File: src/rtl/fetch_queue.sv
// fetch_queue: instruction-fetch stage with a DEPTH-entry prefetch FIFO.
//
// This block owns the fetch PC and issues sequential requests on the
// instruction side of the cache. Each returned instruction is buffered
// with its PC+4, so a stalled decode stage does not block the icache.
// A redirect flushes the queue and reloads the PC.
//
// Parameters:
//   WORD_W  - instruction/address width (default 32)
//   DEPTH   - queue entries, power of 2, minimum 2 (default 4)
//   PC_INIT - fetch PC after reset (default 0)
//
// Ports:
//   CLK, nRST          clock, asynchronous active-low reset
//   imemaddr, imemREN  fetch address (the PC) and read request
//   ihit, imemload     icache hit and the instruction it returns
//   redirect,
//   redirect_pc        flush the queue and restart fetch at redirect_pc
//   deq                decode consumes the head entry
//   out_valid,
//   out_instr,
//   out_npc            head entry, read combinationally (zero when empty)
//   count              queue occupancy
//
// Optional feature (macro FETCH_HALT_EN): a pushed instruction whose
// opcode field is all ones (halt) stops fetching until a redirect or a
// reset. Entries already queued, the halt included, still drain.
module fetch_queue #(
    parameter int                WORD_W  = 32,
    parameter int                DEPTH   = 4,
    parameter logic [WORD_W-1:0] PC_INIT = '0
) (
    input  logic                       CLK,
    input  logic                       nRST,
    output logic [WORD_W-1:0]          imemaddr,
    output logic                       imemREN,
    input  logic                       ihit,
    input  logic [WORD_W-1:0]          imemload,
    input  logic                       redirect,
    input  logic [WORD_W-1:0]          redirect_pc,
    input  logic                       deq,
    output logic                       out_valid,
    output logic [WORD_W-1:0]          out_instr,
    output logic [WORD_W-1:0]          out_npc,
    output logic [$clog2(DEPTH+1)-1:0] count
);

    localparam int                PTR_W    = $clog2(DEPTH);
    localparam int                CNT_W    = $clog2(DEPTH + 1);
    localparam logic [PTR_W-1:0]  PTR_ONE  = PTR_W'(1);
    localparam logic [CNT_W-1:0]  CNT_ONE  = CNT_W'(1);
    localparam logic [CNT_W-1:0]  CNT_FULL = CNT_W'(DEPTH);
    localparam logic [WORD_W-1:0] PC_STEP  = WORD_W'(4);

    logic [WORD_W-1:0] pc;
    logic [PTR_W-1:0]  wr_ptr;
    logic [PTR_W-1:0]  rd_ptr;
    logic [WORD_W-1:0] npc_mem   [DEPTH];
    logic [WORD_W-1:0] instr_mem [DEPTH];
    logic              full;
    logic              push;
    logic              pop;

    // Full comes from the registered count only, so a pop while full
    // re-enables fetch on the following cycle, not combinationally.
    assign full = (count == CNT_FULL);

`ifdef FETCH_HALT_EN
    logic halted;
    logic is_halt;

    assign is_halt = (imemload[WORD_W-1 -: 6] == 6'b111111);
    assign imemREN = !full && !halted;
`else
    assign imemREN = !full;
`endif

    assign imemaddr = pc;

    // Redirect wins over everything: a same-cycle hit or dequeue is dropped.
    assign push = ihit && imemREN && !redirect;
    assign pop  = deq && out_valid && !redirect;

    // Show-ahead head; an empty queue presents a nop to decode.
    assign out_valid = (count != '0);
    assign out_instr = out_valid ? instr_mem[rd_ptr] : '0;
    assign out_npc   = out_valid ? npc_mem[rd_ptr]   : '0;

    // PC, pointers and occupancy. The PC only moves on a push or a
    // redirect, which keeps the request stable while waiting for a hit.
    always_ff @(posedge CLK or negedge nRST) begin
        if (!nRST) begin
            pc     <= PC_INIT;
            wr_ptr <= '0;
            rd_ptr <= '0;
            count  <= '0;
`ifdef FETCH_HALT_EN
            halted <= 1'b0;
`endif
        end else if (redirect) begin
            pc     <= redirect_pc;
            wr_ptr <= '0;
            rd_ptr <= '0;
            count  <= '0;
`ifdef FETCH_HALT_EN
            halted <= 1'b0;
`endif
        end else begin
            if (push) begin
                wr_ptr <= wr_ptr + PTR_ONE;
                pc     <= pc + PC_STEP;
`ifdef FETCH_HALT_EN
                if (is_halt) begin
                    halted <= 1'b1;
                end
`endif
            end
            if (pop) begin
                rd_ptr <= rd_ptr + PTR_ONE;
            end
            if (push && !pop) begin
                count <= count + CNT_ONE;
            end else if (pop && !push) begin
                count <= count - CNT_ONE;
            end
        end
    end

    // Entry storage. A flush leaves the contents alone because validity
    // is derived from count; only reset clears them.
    always_ff @(posedge CLK or negedge nRST) begin
        if (!nRST) begin
            for (int i = 0; i < DEPTH; i++) begin
                npc_mem[i]   <= '0;
                instr_mem[i] <= '0;
            end
        end else if (push) begin
            npc_mem[wr_ptr]   <= pc + PC_STEP;
            instr_mem[wr_ptr] <= imemload;
        end
    end

endmodule

File: config.mk
export PLATFORM = sky130hd
export DESIGN_NAME = fetch_queue
export DESIGN_NICKNAME = d
export VERILOG_FILES = /design/src/rtl/fetch_queue.sv
export SDC_FILE = /design/constraint.sdc
export NUM_CORES = 1
export LEC_CHECK = 0
export CELL_PAD_IN_SITES_DETAIL_PLACEMENT = 0
export CELL_PAD_IN_SITES_GLOBAL_PLACEMENT = 2
export CORE_MARGIN = 3
export CORE_UTILIZATION = 36
export DETAILED_ROUTE_END_ITERATION = 8
export GPL_TIMING_DRIVEN = 0
export PLACE_DENSITY_LB_ADDON = 0.3
export SLEW_MARGIN = 20
export SYNTH_ARGS = -nofsm -noshare
export SYNTH_HDL_FRONTEND = slang
export SYNTH_SLANG_ARGS = --single-unit
export TNS_END_PERCENT = 10
File: constraint.sdc
create_clock -name CLK -period 2.95 [get_ports CLK]
set_input_delay 0.59 -clock CLK [delete_from_list [all_inputs] [get_ports CLK]]
set_output_delay 0.59 -clock CLK [all_outputs]
set_load 0.02 [all_outputs]
==> flow_summary.json, run 1 <==
{
  "outcome": "complete, no violations",
  "die_h_um": 204,
  "nFillCells": 3750,
  "rsz0062_at_grt": "yes",
  "ys_warn_count": 0,
  "cts-root-buf": "clkbuf_16",
  "grt_pass1_vias": 11100,
  "cp-start-kind": "flop",
  "fin_nets": 1727,
  "period_share": 0.982,
  "seq_area_frac_synth": 0.523,
  "power_density_nw_per_um2": 966,
  "cts_buffer_depth": 3,
  "cts.sinks": 295,
  "wl_per_cell_um": 19.0,
  "fin_util": 0.466,
  "max-slew-margin-rel": 0.530,
  "h-tree-depth": 2,
  "criticalPathCategory": "reg -> out",
  "grt_overflow": 0,
  "hold_viol": 0,
  "syn_avg_cell_area_um2": 9.80,
  "required_ns": 2.36,
  "ctsHoldBuffers": 0,
  "leakagePower_nw": 8.33,
  "min_path_type": "in -> async",
  "clk_latency_ns": 0.51,
  "r2r_slack_ns": 0.37,
  "io_pins": 170,
  "antenna_found_initial": 0,
  "path_max_fanout": 10,
  "synth_cell_types": 42,
  "pre_cts_ws_ns": -0.411,
  "route.detailed.drc": 0,
  "maxCapViolations": 0,
  "drive_gt1_frac": 0.133,
  "r2r-end": "count[2]",
  "cts_tree": "built",
  "fmax_mhz": 345,
  "worstReg2RegStart": "count[2]",
  "drtPass1Iterations": 5,
  "postCtsSetupBuffers": 0,
  "vias": 10900,
  "grt_use_total": 0.201,
  "via_per_inst": 4.97,
  "post-dp-hpwl_um": 28600,
  "cts_inserted_buffers": 35,
  "end_kind": "primary output",
  "clkTransAtPathRegs_ns": 0.06,
  "netlist_instances": 1442,
  "yosys_register_bits": 295,
  "worst-slew-pin-transition_ns": 0.705,
  "grt_pass1_wl_um": 65500,
  "setup_ws_ns": 0.0538,
  "start_util": 0.370,
  "fin_crit_ns": 2.90,
  "totalPowerFinal_mw": 17.2,
  "cp.arrival_ns": 2.31,
  "core_um2": 38200,
  "grt_start_max_net_pins": 69,
  "io_buffers": 169,
  "slew_viol_final": 0,
  "drtIter0Drc": 589,
  "fp-row-count": 71,
  "die_area_um2": 41700,
  "worstRegToRegCells": 10,
  "ir_drop_v": 0.000419,
  "antenna_left": 0,
  "globalplace.congestion": 0.780,
  "syn_area_um2": 14100,
  "setup_viol": 0,
  "finalWirelength_um": 41400,
  "syn2layout_area_growth_pct": 26.1,
  "synth_nets": 1517,
  "clock_skew_ns": 0.0150,
  "die_x_um": 204
}
-- worst max path at each step --
stage                   start       endpoint  slack (ns)  cells past startpoint
floorplan            count[2]       count[2]        0.50                     10
global placement         nRST  instr_mem[57]      -12.14                      1
detailed placement   count[0]     out_npc[5]       -0.41                      5
CTS                 rd_ptr[0]  out_instr[17]       -0.09                      4
global route        rd_ptr[1]    out_npc[28]       -0.05                      4
finish              rd_ptr[1]    out_npc[30]        0.05                      4
-- where the power goes --
group | internal (mW) | switching (mW)
Sequential | 5.61 | 0.866
Combinational | 3.12 | 3.43
Clock | 2.53 | 1.64
-- per-layer routing --
layer | track usage | part of all wire
met1 | 0.299 | 0.48
met2 | 0.315 | 0.46
met3 | 0.0319 | 0.048
met4 | 0.0366 | 0.013
met5 | 0 | 0
-- cells by family after synthesis --
family | after synthesis | share of synthesized area
mux | 71 | 0.107
compound gates | 149 | 0.0534
flops | 295 | 0.523
simple gates | 751 | 0.226
xor+xnor | 63 | 0.0396
buf+inv | 107 | 0.0453
fa+ha+maj | 6 | 0.00585
-- registers in the layout, summed over array words and instances, names as in the netlist --
signal / cells
npc_mem: 128
imemaddr: 32
instr_mem: 128
rd_ptr: 2
count: 3
wr_ptr: 2
-- critical path, stage by stage (launching register included) --
cell and delay, ns:
dfrtp_1 0.33, clkbuf_1 0.54, mux4_2 0.40, and2_1 0.22
clkdlybuf4s15_1 0.31
-- cells in the final DEF (no fill, tap or decap), drive strengths merged, types with 3 or more instances in the layout --
cell type,synthesis,final
and4,7,7
and3,5,5
nand2,591,591
mux4,64,64
dlygate4sd2,0,29
xor2,21,21
clkdlybuf4s50,0,104
nor3,15,15
clkinv,0,3
inv,7,7
clkbuf,30,80
nand3,12,12
dlymetal6s2s,0,9
mux2,5,5
xnor2,42,42
ha,5,5
nor2,22,22
buf,70,79
nand4,13,13
o21ai,144,144
and2,71,71
nor4,9,9
clkdlybuf4s15,0,24
dfrtp,295,295
-- cells in the mapped netlist (all sizes together) --
cell type  instances  share of area
and2              71          0.031
mux2               5         0.0040
xor2              21          0.014
clkbuf            30         0.0081
nor3              15         0.0053
and4               7         0.0047
xnor2             42          0.026
mux4              64           0.10
buf               70          0.035
mux2i              2         0.0014
nand3             12         0.0043
o21ai            144          0.051
fa                 1         0.0014
ha                 5         0.0044
a21oi              2        0.00071
or3b               1        0.00062
dfrtp            295           0.52
and3               5         0.0022
nor4               9         0.0044
a31oi              1        0.00044
nand2            591           0.16
a211oi             1        0.00053
o22ai              1        0.00044
nand4             13         0.0073
or3                2        0.00089
and3b              1        0.00062
inv                7         0.0019
nor2              22         0.0058
or4                2         0.0013
-- metrics by stage --
| step | TNS, ns | hold WS [ns] | area, µm² | cells |
|---|---|---|---|---|
| 6_report | 0 | 0.0157 | 17800 | 2183 |
| 5_1_grt | -0.215 | 0.0402 | 17800 | 2182 |
| 4_1_cts | -1.19 | 0.0253 | 17800 | 2182 |
| 3_5_place_dp | -16.34 | 0.457 | 16600 | 2126 |
| 3_3_place_gp | -3585.79 | 0.452 | 16500 | 2122 |
| 2_1_floorplan | 0 | 0.294 | 14100 | 1442 |
-- cell type report --
cell class              instances  area, µm²  area share
diodes                          1       2.50    0.000140
clock buffers                  52       1050      0.0591
multi-input cells            1040       6110       0.343
clock inverters                 4       45.0     0.00253
flip-flops and latches        295       7390       0.415
inverters                       7       26.3     0.00148
repair buffers                173       1790       0.100
well taps                     511        639      0.0359
plain buffers                 100        761      0.0427
-- timing repair --
action	CTS	global route
endpoints found under the setup margin	65	57
endpoints found under the hold margin	0	0
cloned	0	0
gates resized for setup	140	24
Power figures use the tool's default switching activity.
==> run 2, diff against run 1 <==
--- a/config.mk
+++ b/config.mk
@@ -5,6 +5,7 @@
 export SDC_FILE = /design/constraint.sdc
 export NUM_CORES = 1
 export LEC_CHECK = 0
+export CAP_MARGIN = 10
 export CELL_PAD_IN_SITES_DETAIL_PLACEMENT = 0
 export CELL_PAD_IN_SITES_GLOBAL_PLACEMENT = 2
 export CORE_MARGIN = 3
==> results of run 2 <==
Final layout, timing and power as in run 1 (identical DEF).
